==> src/rtl/triangle_wave_gen_pkg.sv <==
// Shared constants for the triangle wave generator.
// Direction encoding used by the counter state flop.
package triangle_wave_gen_pkg;
  localparam logic DIR_UP   = 1'b0;
  localparam logic DIR_DOWN = 1'b1;
endpackage

==> src/rtl/adder_n.sv <==
// N-bit ripple adder primitive with carry in/out.
module adder_n #(
  parameter int N = 8
) (
  input  logic [N-1:0] a,
  input  logic [N-1:0] b,
  input  logic         c_in,
  output logic [N-1:0] sum,
  output logic         c_out
);
  assign {c_out, sum} = {1'b0, a} + {1'b0, b} + {{N{1'b0}}, c_in};
endmodule

==> src/rtl/comparator_eq.sv <==
// N-bit equality comparator primitive.
module comparator_eq #(
  parameter int N = 8
) (
  input  logic [N-1:0] a,
  input  logic [N-1:0] b,
  output logic         out
);
  assign out = (a == b);
endmodule

==> src/rtl/mux2.sv <==
// W-bit two-input multiplexer primitive; sel=0 picks a, sel=1 picks b.
module mux2 #(
  parameter int W = 8
) (
  input  logic [W-1:0] a,
  input  logic [W-1:0] b,
  input  logic         sel,
  output logic [W-1:0] out
);
  assign out = sel ? b : a;
endmodule

==> src/rtl/triangle_wave_gen.sv <==
// Triangle waveform counter: ramps 0 -> 2^N-1 -> 0 on enabled cycles.
// Handshake: none; ena=1 at a posedge advances one step, ena=0 holds state.
module triangle_wave_gen
  import triangle_wave_gen_pkg::*;
#(
  parameter int N = 8
) (
  input  logic         clk,
  input  logic         rst,
  input  logic         ena,
  output logic [N-1:0] out,
  output logic         dir
);
  localparam logic [N-1:0] ALL_ONES  = {N{1'b1}};
  localparam logic [N-1:0] ALL_ZEROS = {N{1'b0}};
  localparam logic [N-1:0] STEP_ONE  = {{(N-1){1'b0}}, 1'b1};

  logic [N-1:0] r_out;
  logic         r_dir;
  logic [N-1:0] w_thresh;
  logic         w_at_end;
  logic         w_next_dir;
  logic [N-1:0] w_step;
  logic [N-1:0] w_sum;
  logic         w_unused_carry;

  mux2 #(.W(N)) u_thresh_mux (
    .a   (ALL_ONES),
    .b   (ALL_ZEROS),
    .sel (r_dir),
    .out (w_thresh)
  );

  comparator_eq #(.N(N)) u_end_cmp (
    .a   (r_out),
    .b   (w_thresh),
    .out (w_at_end)
  );

  // At an endpoint the direction flips and the reversed step is applied on the same edge.
  assign w_next_dir = r_dir ^ w_at_end;

  mux2 #(.W(N)) u_step_mux (
    .a   (STEP_ONE),
    .b   (ALL_ONES),
    .sel (w_next_dir),
    .out (w_step)
  );

  adder_n #(.N(N)) u_step_add (
    .a     (r_out),
    .b     (w_step),
    .c_in  (1'b0),
    .sum   (w_sum),
    .c_out (w_unused_carry)
  );

  always_ff @(posedge clk) begin
    if (!rst) begin
      r_out <= ALL_ZEROS;
      r_dir <= DIR_UP;
    end else if (ena) begin
      r_out <= w_sum;
      r_dir <= w_next_dir;
    end
  end

  assign out = r_out;
  assign dir = r_dir;
endmodule

==> config.mk <==
export PLATFORM = sky130hd
export DESIGN_NAME = triangle_wave_gen
export DESIGN_NICKNAME = d
export VERILOG_FILES = /design/src/rtl/triangle_wave_gen_pkg.sv /design/src/rtl/adder_n.sv /design/src/rtl/comparator_eq.sv /design/src/rtl/mux2.sv /design/src/rtl/triangle_wave_gen.sv
export SDC_FILE = /design/constraint.sdc
export NUM_CORES = 1
export LEC_CHECK = 0
export BUFFER_PORTS_ARGS = -buffer_cell sky130_fd_sc_hd__buf_2
export CAP_MARGIN = 15
export CELL_PAD_IN_SITES_DETAIL_PLACEMENT = 1
export CELL_PAD_IN_SITES_GLOBAL_PLACEMENT = 1
export CORE_MARGIN = 2
export CORE_UTILIZATION = 43
export CTS_CLUSTER_SIZE = 28
export DETAILED_ROUTE_END_ITERATION = 7
export GPL_TIMING_DRIVEN = 0
export HOLD_SLACK_MARGIN = 0.1
export PLACE_DENSITY = 0.84
export SKIP_CTS_REPAIR_TIMING = 1
export SYNTH_ARGS = -nofsm -noshare
export SYNTH_HDL_FRONTEND = slang
export SYNTH_SLANG_ARGS = --single-unit
==> constraint.sdc <==
create_clock -name clk -period 5.5 [get_ports clk]
set_clock_uncertainty 0.2 [all_clocks]
set_input_delay 1.1 -clock clk [delete_from_list [all_inputs] [get_ports clk]]
set_output_delay 1.1 -clock clk [all_outputs]
set_load 0.005 [all_outputs]
; Word-level counts from Yosys, hierarchy flattened
; Index checks and enable logic that the tools add are counted.
[classes]
addsub = 1
eq_ne = 1
bitwise = 1
muxes = 2
[op_table]
columns = operator, count
row1 = 8-bit two-way mux, 2
row2 = 8-bit adder, 1
row3 = 8-bit == test, 1
row4 = 1-bit XOR, 1
[word_totals]
elab_cells = 7
ff_bits = 9
output_inout_bits = 9
inputBits = 3

; Longest topological paths before layout
[logic_depth]
ltp_word = 5
mapped_depth = 9
depth_no_buf = 9

; Cells and area by module
; From an unflattened synthesis, not the netlist that was laid out.
[unflattened]
cells_unflattened = 104
area_unflattened_um2 = 1042.2
[modules_own_cells]
columns = module, cells_each, instances, area_each_um2
row1 = triangle_wave_gen, 33, 1, 361.6
row2 = adder_n, 42, 1, 331.6
row3 = mux2, 9, 2, 131.4
row4 = comparator_eq, 11, 1, 86.3

; Worst setup path before layout
; No wires, ideal clock.
[synth_path]
kind = register to register
start = register r_out[0] (netlist: out[0])
end = register r_out[7] (netlist: out[7])
setup_ns = 0.117
setup_slack_ns = 2.731
synth_period_minus_slack_ns = 2.769
path_stages_with_launch = 10
path_buffers = 0
t_arrival_ns = 2.452
cell_sequence = dfxtp_1 -> and4_1 -> a21oi_2 -> a21oi_2 -> ha_1 -> a211oi_2 -> o211ai_2 -> a21oi_2 -> mux2_4 -> a32o_1
[synth_via]
elab_chain_cells = 4
[synth_rtl]
columns = item, line_no
row1 = from (decl), triangle_wave_gen.sv:18  ; logic [N-1:0] r_out;
row2 = from (signal assigned), triangle_wave_gen.sv:63  ; r_out <= w_sum;
row3 = 8-bit == test, comparator_eq.sv:9  ; assign out = (a == b);
row4 = 1-bit XOR, triangle_wave_gen.sv:41  ; assign w_next_dir = r_dir ^ w_at_end;
row5 = via u_step_mux.sel, mux2.sv:7  ; input logic sel,
row6 = 8-bit two-way mux, mux2.sv:10  ; assign out = sel ? b : a;
row7 = 8-bit adder, adder_n.sv:11  ; assign {c_out, sum} = {1'b0, a} + {1'b0, b} + {{N{1'b0}}, c_in};
; The timed path passes the listed nets, and every way through them passes these cells.
; A chain may end at the register's enable or synchronous reset.

; Worst setup path after layout
; Same ends and word-level chain as after synthesis.

==> results.sh <==
export IMPL_status="finished, final reports clean"
export IMPL_die_area_um2=1910
export IMPL_rows=14
export IMPL_nNetsFinal=95
export IMPL_synth_area_um2=679
export IMPL_finalHoldViolCount=0
export IMPL_io_pins=12
export IMPL_synth_most_common_cell="dfxtp_1"
export IMPL_die_x_um=43.8
export IMPL_rsz0062_at_grt="no"
export IMPL_crit_buf_inv=0
export IMPL_first_global_vias=573
export IMPL_required_ns=5.47
export IMPL_worstRegToRegCells=9
export IMPL_synth_top_cell_area_share=0.265
export IMPL_synth_cells=69
export IMPL_die_height_um=43.8
export IMPL_clk_latency_ns=0.27
export IMPL_worstHoldPathCells=2
export IMPL_place_ws_ns=2.40
export IMPL_setup_viol=0
export IMPL_finalInstanceArea_um2=781
export IMPL_drive_gt1_frac=0.262
export IMPL_synth_fp_nets=79
export IMPL_ys_seq_elements=9
export IMPL_post_route_period_util=0.559
export IMPL_synthArstFlopShare=0
export IMPL_end_kind="register"
export IMPL_dpl_hpwl_um=1140
export IMPL_crit_start="out[0]"
export IMPL_areaGrowthSynthToFinish_pct=14.9
export IMPL_reg2reg_to="out[7]"
export IMPL_worstHoldStart="dir"
export IMPL_slowest_stage="dfxtp_1"
export IMPL_place_area_um2=754
export IMPL_core_area_um2=1490
export IMPL_antenna_cells=0
export IMPL_route_antenna_remaining_nets=0
export IMPL_clk_path_buf_depth=2
export IMPL_first_iter_violations=2
export IMPL_yosys_area_top_type="dfxtp_1"
export IMPL_tritoncts="built"
export IMPL_grt_max_degree=11
export IMPL_firstDrtPassIters=3
export IMPL_place_gp_congestion=0.789
export IMPL_crit_path_start_kind="register"
export IMPL_peakVddDrop_uv=117
export IMPL_ctsHtreeMaxLevel=1
export IMPL_ys_warnings_count=0
export IMPL_drcViolationCount=0
export IMPL_synth_edf_count=0
export IMPL_fmax_mhz=325
export IMPL_ys_top_cells_by_count="9 x dfxtp_1, 6 x ha_1, 6 x mux2i_1, 6 x nor2b_1, 5 x nand2_1"
export IMPL_drv_cap=0
export IMPL_fin_crit_ns=3.08
export IMPL_cts_root_buffer="clkbuf_4"
export IMPL_grt_total_usage=0.198
export IMPL_worstReg2RegStart="out[0]"
export IMPL_ys_seq_area_frac=0.265
export IMPL_wl_per_cell_um=15.3
export IMPL_worstMarginPinSlew_ns=0.535
export IMPL_viasPerCell=5.94
export IMPL_finalPower_uw=142
export IMPL_path_common_cell="a21oi_2"
export IMPL_clock_sinks=9
export IMPL_worst_path_stages=9
export IMPL_critical_path_arrival_ns=3.04
export IMPL_hold_path_class="reg -> reg"
export IMPL_netlist_cell_type_count=29
export IMPL_cp_top_family="compound AO/OA/AOI/OAI gates"
export IMPL_critical_path_max_stage_delay_ns=0.49
export IMPL_routed_wirelength_um=1530
export IMPL_pwr_density_cell_nw_per_um2=182
export IMPL_io_buffer_count=11
export IMPL_crit_chain="and4_1 > a21oi_2 > a21oi_2 > ha_1 > a211oi_2 > o211ai_2 > a21oi_2 > mux2_4 > a32o_1"
export IMPL_start_util=0.456
export IMPL_numCtsBuffers=3
export IMPL_grt_antenna_before_repair=0
export IMPL_cp_max_fo=9
export IMPL_worst_slack_ns=2.42
export IMPL_hold_path_end="dir"
export IMPL_clk_pin_slew_worst_paths_ns=0.06
export IMPL_maxSlewHeadroom=0.643
export IMPL_grt_overflow=0
export IMPL_grt_pass1_wl_um=2640
export IMPL_leakagePower_nw=0.401
export IMPL_report_final_slew_viol_count=0
export IMPL_synthTopCellsByArea="dfxtp_1 27%, ha_1 11%, mux2i_1 8.8%"
export IMPL_path_class="reg -> reg"
export IMPL_fin_tns_setup_ns=0
export IMPL_avgSynthCellArea_um2=9.85
export IMPL_vias=594
export IMPL_ff2ff_setup_slack_ns=2.42
export IMPL_synthFlopType="dfxtp_1"
[kinds of logic after synthesis]
logic type	synth area share
buffers and inverters	0.0184
AND/OR/NAND/NOR	0.181
AO/OA/AOI/OAI	0.208
XOR/XNOR	0.0773
flip-flops	0.265
adder cells (fa/ha/maj)	0.140
multiplexers	0.110
[registers in the layout, summed over array words and instances (netlist names)]
signal,flops
dir,1
out,8
[how the worst max path moves through the flow]
stage / to
2_1_floorplan: out[7]
3_3_place_gp: out[7]
3_5_place_dp: out[7]
4_1_cts: out[7]
5_1_grt: out[7]
6_report: out[7]
[placed cells by master (no fill, tap or decap)]
master / n
a211oi_2: 1
a21o_1: 2
a21oi_1: 3
a21oi_2: 3
a311o_1: 1
a32o_1: 1
and2_1: 1
and3b_1: 2
and4_1: 2
buf_2: 12
clkbuf_1: 2
clkbuf_4: 3
dfxtp_1: 9
fa_1: 1
ha_1: 6
inv_1: 1
mux2_4: 1
mux2i_1: 6
nand2_1: 5
nand2b_1: 1
nand4_1: 1
nor2b_1: 6
nor4_1: 2
o211a_1: 1
o211ai_2: 2
o21a_1: 1
o21ai_0: 1
o21ai_1: 1
xnor2_1: 4
xor2_1: 2
[per-stage QoR]
step	hold slack (ns)	util	std cells
floorplan	0.334	-	69
global placement	0.336	0.507	96
detailed placement	0.346	0.507	96
CTS	0.356	0.524	100
global route	0.381	0.524	100
finish	0.356	0.524	100
[worst reg2reg max path: stages, from the launching register on]
cell,delay (ns)
dfxtp_1,0.49
and4_1,0.26
a21oi_2,0.08
a21oi_2,0.42
ha_1,0.36
a211oi_2,0.29
o211ai_2,0.11
a21oi_2,0.21
mux2_4,0.32
a32o_1,0.25
[power by group]
part           internal [mW]  switching [mW]
clock network         0.0282          0.0261
logic                0.00844         0.00832
registers             0.0672         0.00378
[area by class of cell]
| class | instances | area [um^2] |
|---|---|---|
| buffer | 2 | 8.76 |
| multi-input combinational | 57 | 487 |
| inverter | 1 | 3.75 |
| tap | 16 | 20.0 |
| sequential | 9 | 180 |
| fill | 175 | 708 |
| timing repair buffer | 11 | 55.1 |
| clock buffer | 4 | 26.3 |
[layer usage]
metal	routed length [um]	part of all wire	up-vias	track usage
met1	654	0.43	293	0.218
met4	35	0.023	0	0.109
met3	64	0.042	4	0.0750
met2	777	0.51	10	0.326
li1	-	-	287	-
met5	0	0	-	0
Note: power is estimated with default switching activity, not from simulation.
